## config.mk

```make
export PLATFORM = sky130hd
export DESIGN_NAME = ahb_tgen_master
export DESIGN_NICKNAME = d
export VERILOG_FILES = /design/src/rtl/ahb_tgen_master.sv
export SDC_FILE = /design/constraint.sdc
export NUM_CORES = 1
export LEC_CHECK = 0
export CORE_MARGIN = 2
export CORE_UTILIZATION = 49
export DETAILED_ROUTE_END_ITERATION = 6
export PLACE_DENSITY = 0.78
export RECOVER_POWER = 25
export SLEW_MARGIN = 5
export SYNTH_ARGS = -nofsm -noshare
export SYNTH_HDL_FRONTEND = slang
export SYNTH_SLANG_ARGS = --single-unit
```

## constraint.sdc

```tcl
create_clock -name hclk -period 2.8 [get_ports hclk]
set_input_delay 0.28 -clock hclk [delete_from_list [all_inputs] [get_ports hclk]]
set_output_delay 0.28 -clock hclk [all_outputs]
set_load 0.03 [all_outputs]
```

## src/rtl/ahb_tgen_master.sv

```systemverilog
// AHB-Lite traffic generator: issues N back-to-back INCR/WRAP 4/8/16 bursts, checksums reads.
// Latency: first NONSEQ the cycle after start; done pulses one cycle after the last data phase.
// Backpressure: hready=0 freezes the address and data phases; an ERROR response cancels the remaining beats.
module ahb_tgen_master #(
    parameter int                    HADDR_WIDTH = 32,
    parameter int                    DATA_WIDTH  = 32,
    parameter logic [DATA_WIDTH-1:0] DATA_SEED   = '0
) (
    input  logic                   hclk,
    input  logic                   hresetn,
    input  logic                   start,
    input  logic                   cfg_write,
    input  logic                   cfg_wrap,
    input  logic [1:0]             cfg_beats,
    input  logic [HADDR_WIDTH-1:0] cfg_addr,
    input  logic [7:0]             cfg_nburst,
    input  logic                   hready,
    input  logic                   hresp,
    input  logic [DATA_WIDTH-1:0]  hrdata,
    output logic [HADDR_WIDTH-1:0] haddr,
    output logic [2:0]             hburst,
    output logic [1:0]             htrans,
    output logic [2:0]             hsize,
    output logic                   hwrite,
    output logic [DATA_WIDTH-1:0]  hwdata,
    output logic [3:0]             hprot,
    output logic                   hmasterlock,
    output logic                   busy,
    output logic                   done,
    output logic                   err,
    output logic [DATA_WIDTH-1:0]  rd_sum
);

    typedef enum logic [2:0] {IDLE, ADDR, LAST, ERR, DONE} state_t;

    localparam logic [1:0] HT_IDLE   = 2'b00;
    localparam logic [1:0] HT_NONSEQ = 2'b10;
    localparam logic [1:0] HT_SEQ    = 2'b11;

    state_t                 state, state_nxt;
    logic [HADDR_WIDTH-1:0] base_q;
    logic [3:0]             beats_m1_q;
    logic [3:0]             beat_q;
    logic [7:0]             burst_left_q;
    logic [DATA_WIDTH-1:0]  wdat_q;
    logic                   dph_vld_q;

    logic [1:0]             beats_sel;
    logic [3:0]             beats_m1_in;
    logic [HADDR_WIDTH-1:0] mask_in, mask_q, start_base, burst_size;
    logic                   start_acc, addr_acc, err_first, last_beat, last_burst;

    // beats_sel is 1/2/3 for 4/8/16 beats; it doubles as the upper hburst bits
    assign beats_sel   = (cfg_beats == 2'd0) ? 2'd1 : (cfg_beats == 2'd1) ? 2'd2 : 2'd3;
    assign beats_m1_in = (beats_sel == 2'd1) ? 4'd3 : (beats_sel == 2'd2) ? 4'd7 : 4'd15;
    assign mask_in     = {{(HADDR_WIDTH-6){1'b0}}, beats_m1_in, 2'b11};
    assign mask_q      = {{(HADDR_WIDTH-6){1'b0}}, beats_m1_q, 2'b11};
    assign burst_size  = mask_q + {{(HADDR_WIDTH-1){1'b0}}, 1'b1};
    assign start_base  = cfg_wrap ? {cfg_addr[HADDR_WIDTH-1:2], 2'b00} : (cfg_addr & ~mask_in);

    assign start_acc   = (state == IDLE) && start;
    assign addr_acc    = (state == ADDR) && hready;
    assign err_first   = dph_vld_q && hresp && !hready;
    assign last_beat   = (beat_q == beats_m1_q);
    assign last_burst  = (burst_left_q == 8'd1);

    // INCR bases are already S-aligned, so the wrapping form yields a plain increment for them too
    function automatic logic [HADDR_WIDTH-1:0] beat_addr(input logic [HADDR_WIDTH-1:0] base,
                                                         input logic [3:0]             beat,
                                                         input logic [HADDR_WIDTH-1:0] mask);
        logic [HADDR_WIDTH-1:0] off;
        off = {{(HADDR_WIDTH-6){1'b0}}, beat, 2'b00};
        return (base & ~mask) | ((base + off) & mask);
    endfunction

    always_ff @(posedge hclk or negedge hresetn) begin
        if (!hresetn) state <= IDLE;
        else          state <= state_nxt;
    end

    always_comb begin
        state_nxt = state;
        unique case (state)
            IDLE: if (start) state_nxt = (cfg_nburst == 8'd0) ? DONE : ADDR;
            ADDR: begin
                if (err_first)                              state_nxt = ERR;
                else if (hready && last_beat && last_burst) state_nxt = LAST;
            end
            LAST: begin
                if (err_first)   state_nxt = ERR;
                else if (hready) state_nxt = DONE;
            end
            ERR:  if (hready) state_nxt = DONE;
            DONE: state_nxt = IDLE;
            default: state_nxt = IDLE;
        endcase
    end

    always_ff @(posedge hclk or negedge hresetn) begin
        if (!hresetn) begin
            haddr        <= '0;
            htrans       <= HT_IDLE;
            hburst       <= 3'd0;
            hwrite       <= 1'b0;
            hwdata       <= '0;
            base_q       <= '0;
            beats_m1_q   <= 4'd0;
            beat_q       <= 4'd0;
            burst_left_q <= 8'd0;
            wdat_q       <= '0;
            dph_vld_q    <= 1'b0;
        end else begin
            if (start_acc) begin
                beats_m1_q   <= beats_m1_in;
                base_q       <= start_base;
                beat_q       <= 4'd0;
                burst_left_q <= cfg_nburst;
                wdat_q       <= DATA_SEED;
                hburst       <= {beats_sel, ~cfg_wrap};
                hwrite       <= cfg_write;
                if (cfg_nburst != 8'd0) begin
                    haddr  <= start_base;
                    htrans <= HT_NONSEQ;
                end
            end else if (err_first) begin
                htrans <= HT_IDLE;
            end else if (addr_acc) begin
                hwdata <= wdat_q;
                wdat_q <= wdat_q + {{(DATA_WIDTH-1){1'b0}}, 1'b1};
                if (last_beat && last_burst) begin
                    htrans <= HT_IDLE;
                end else if (last_beat) begin
                    base_q       <= base_q + burst_size;
                    haddr        <= base_q + burst_size;
                    beat_q       <= 4'd0;
                    burst_left_q <= burst_left_q - 8'd1;
                    htrans       <= HT_NONSEQ;
                end else begin
                    beat_q <= beat_q + 4'd1;
                    haddr  <= beat_addr(base_q, beat_q + 4'd1, mask_q);
                    htrans <= HT_SEQ;
                end
            end
            if (hready) dph_vld_q <= addr_acc;
        end
    end

    always_ff @(posedge hclk or negedge hresetn) begin
        if (!hresetn) begin
            err    <= 1'b0;
            rd_sum <= '0;
        end else if (start_acc) begin
            err    <= 1'b0;
            rd_sum <= '0;
        end else begin
            // an ERROR seen on either response cycle sets err, even on the final beat
            if (dph_vld_q && hresp) err <= 1'b1;
            if (dph_vld_q && hready && !hresp && !hwrite) rd_sum <= rd_sum + hrdata;
        end
    end

    assign busy        = (state != IDLE);
    assign done        = (state == DONE);
    assign hsize       = 3'b010;
    assign hprot       = 4'b0011;
    assign hmasterlock = 1'b0;

endmodule

```

==> flow_summary.json <==
{
  "max_cap_violations": 1,
  "rsz0062_at_grt": "true",
  "post-place-ws_ns": -0.363,
  "leakagePower_uw": 0.00630,
  "die_h_um": 154,
  "fmax_mhz": 366,
  "fin_ws_ns": 0.0691,
  "ys.flop_type": "dfrtp_1",
  "final_util_pct": 64.7,
  "setup_violations": 0,
  "synth_cell_types": 75,
  "clock_skew_ns": 0.00962,
  "rows": 54,
  "post-place-cells": 1776,
  "core_um2": 22000,
  "cts_sinks": 182,
  "grt_pass1_vias": 10200,
  "reg2reg_slack_ns": 0.07,
  "clk_latency_ns": 0.43,
  "path_class": "flip-flop to flip-flop",
  "fill_cells": 1853,
  "seq_area_um2": 4560,
  "hold_class": "input port to flip-flop",
  "syn_inst": 1322,
  "port_buffers": 183,
  "slew_headroom_pct": -22.4,
  "grt_max_degree": 69,
  "io_pins": 194,
  "htreeDepth": 4,
  "yosys_warnings": 0,
  "async_reset_ff_share_pct": 100,
  "tightest_slew_ns": 1.84,
  "syn_area_um2": 11000,
  "viasPerCell": 5.70,
  "fin_tns_setup_ns": 0,
  "ir_worst_vdd_uv": 483,
  "avgRoutedWirePerCell_um": 16.8,
  "violations": "capacitance limit, slew limit",
  "cp_data_arrival_time_ns": 3.04,
  "drive_gt1_share_pct": 9.46,
  "synth_enable_flop_cells": 0,
  "synth_area_per_cell_um2": 8.35,
  "wirelength_um": 30400,
  "syn2layout_area_growth_pct": 28.6,
  "final-hold-violation-count": 0,
  "initial_utilization_pct": 50.3,
  "dp_hpwl_um": 21500,
  "fin_cells": 1815,
  "finalWeightedCongestion": 0.959,
  "path_clk_slew_ns": 0.08,
  "first_pass_iters": 6,
  "antenna_left": 0,
  "netlist_top_cells_count": "nand2_1, dfrtp_1, nor2_1, a21oi_1, o21ai_0",
  "multi_input_area_um2": 6170,
  "vias": 10400,
  "status": "finished, violations left",
  "drv_slew": 67,
  "drt_iter0_drc": 613,
  "finalCriticalPeriod_ns": 2.73,
  "synth_seq_cells": 182,
  "hold_ws_ns": 0.430,
  "worstHoldPathCells": 2,
  "yosysMostFrequentCell": "nand2_1",
  "grtUsageTotal_pct": 25.8,
  "finalCritPeriodShare_pct": 97.5,
  "ys_seq_area_share_pct": 41.2,
  "yosys.area.top_type_share_pct": 41.2,
  "grt_pass1_wl_um": 50100,
  "die_area_um2": 23800,
  "cp_max_fo": 2,
  "fin_nets": 1645,
  "cts_max_path_buffers": 2,
  "required_ns": 3.11,
  "power_density_nw_per_um2": 1040,
  "end_kind": "flip-flop",
  "grt_overflow_total": 0,
  "root_buffer": "clkbuf_16",
  "antenna_found_initial": 3,
  "cts_made_buffers": 17,
  "yosys.area.top_type": "dfrtp_1",
  "drc": 0,
  "synthTopCellsByArea": "dfrtp_1, nand2_1, a21oi_1, nor2_1, ha_1",
  "cts_tree": "done",
  "startpoint_type": "flip-flop",
  "die-width_um": 154,
  "worstRegToRegCells": 10
}
-- worst max-delay path, cell delays in order (launching register included) --
cell	delay [ns]
dfrtp_2	0.43
ha_4	0.17
fa_2	0.33
a21o_1	0.19
a31o_1	0.24
a21boi_2	0.23
nor4_4	0.08
o32a_2	0.37
and3_4	0.19
mux2i_1	0.10
a311o_1	0.27
-- stage by stage --
step	area [µm²]	power, µW
2_1_floorplan	11100	9330
3_3_place_gp	13500	12000
3_5_place_dp	13500	12200
4_1_cts	14100	14600
5_1_grt	14200	15700
6_report	14200	14700
-- cell usage in the layout (no fill, tap or decap), drive strengths merged, types with 11 or more instances in the layout --
cell	instances
nor3	21
a31oi	13
clkdlybuf4s50	182
ha	42
clkbuf	20
nand4	20
nand3	56
o31ai	15
a21o	17
nand2	252
inv	27
o21ai	97
xor2	39
dfrtp	182
xnor2	42
and3	11
nor2	143
buf	73
a21oi	116
-- path summary, 6_finish.rpt --
path / startpoint / to
worst max-delay path: rd_sum[0]$_DFFE_PN0P_ / rd_sum[28]$_DFFE_PN0P_
worst min-delay path: cfg_beats[0] / hburst[1]$_DFFE_PN0P_
worst max register to register: rd_sum[0]$_DFFE_PN0P_ / rd_sum[28]$_DFFE_PN0P_
worst min register to register: haddr[13]$_DFFE_PN0P_ / haddr[13]$_DFFE_PN0P_
max in group asynchronous: hresetn / rd_sum[0]$_DFFE_PN0P_
min in group asynchronous: hresetn / hwdata[10]$_DFFE_PN0P_
-- kinds of logic (layout without fill, tap and decap cells) --
kind of cell	count (synthesis)	after routing	share of synthesized area (%)
simple gates	555	555	22.5
compound gates	338	338	19.2
flops	182	182	41.2
buf+inv	108	312	4.28
xor+xnor	81	81	6.42
fa+ha+maj	45	45	5.30
mux	11	11	1.02
other cells	2	11	0.0680
-- power by group --
group / total (µW) / switching [µW] / internal, µW / leakage (µW)
Sequential: 4310 / 867 / 3440 / 0.00235
Clock: 2410 / 1120 / 1290 / 0.000286
Combinational: 8000 / 4640 / 3360 / 0.00366
Total: 14700 / 6620 / 8100 / 0.00630
-- area by class of cell --
class                      instances  share of cell area [%]
antenna                            3                  0.0528
clock buffer                      19                    3.19
clock inverter                    13                   0.854
inverter                          23                   0.608
multi-input combinational       1038                    43.4
sequential                       182                    32.1
tap                              280                    2.47
timing repair buffer             257                    17.3
-- metal layers --
metal,vias up,track usage (%),wire [µm],share of wire [%]
met3,47,4.54,1670,5.5
met5,-,0,0,0
met4,0,8.72,693,2.3
met2,300,42.6,14500,48
li1,5004,-,-,-
met1,5003,34.4,13600,45
-- state kept, by name, indices dropped and copies added, names as in the netlist --
register	cells
hburst	2
hwrite	1
htrans	2
dph_vld_q	1
wdat_q	32
haddr	31
beats_m1_q	3
rd_sum	32
base_q	30
hwdata	32
beat_q	4
err	1
burst_left_q	8
state	3
-- timing repair --
| action | in CTS | in global routing |
|---|---|---|
| pin swaps | 1 | 10 |
| endpoints found under the setup margin | 1 | 11 |
| setup buffers | 2 | 1 |
| gates cloned | 0 | 0 |
| resized for setup | 1 | 11 |
| hold buffers | 1 | 0 |
| endpoints found under the hold margin | 66 | 0 |
(Power assumes the default switching activity.)
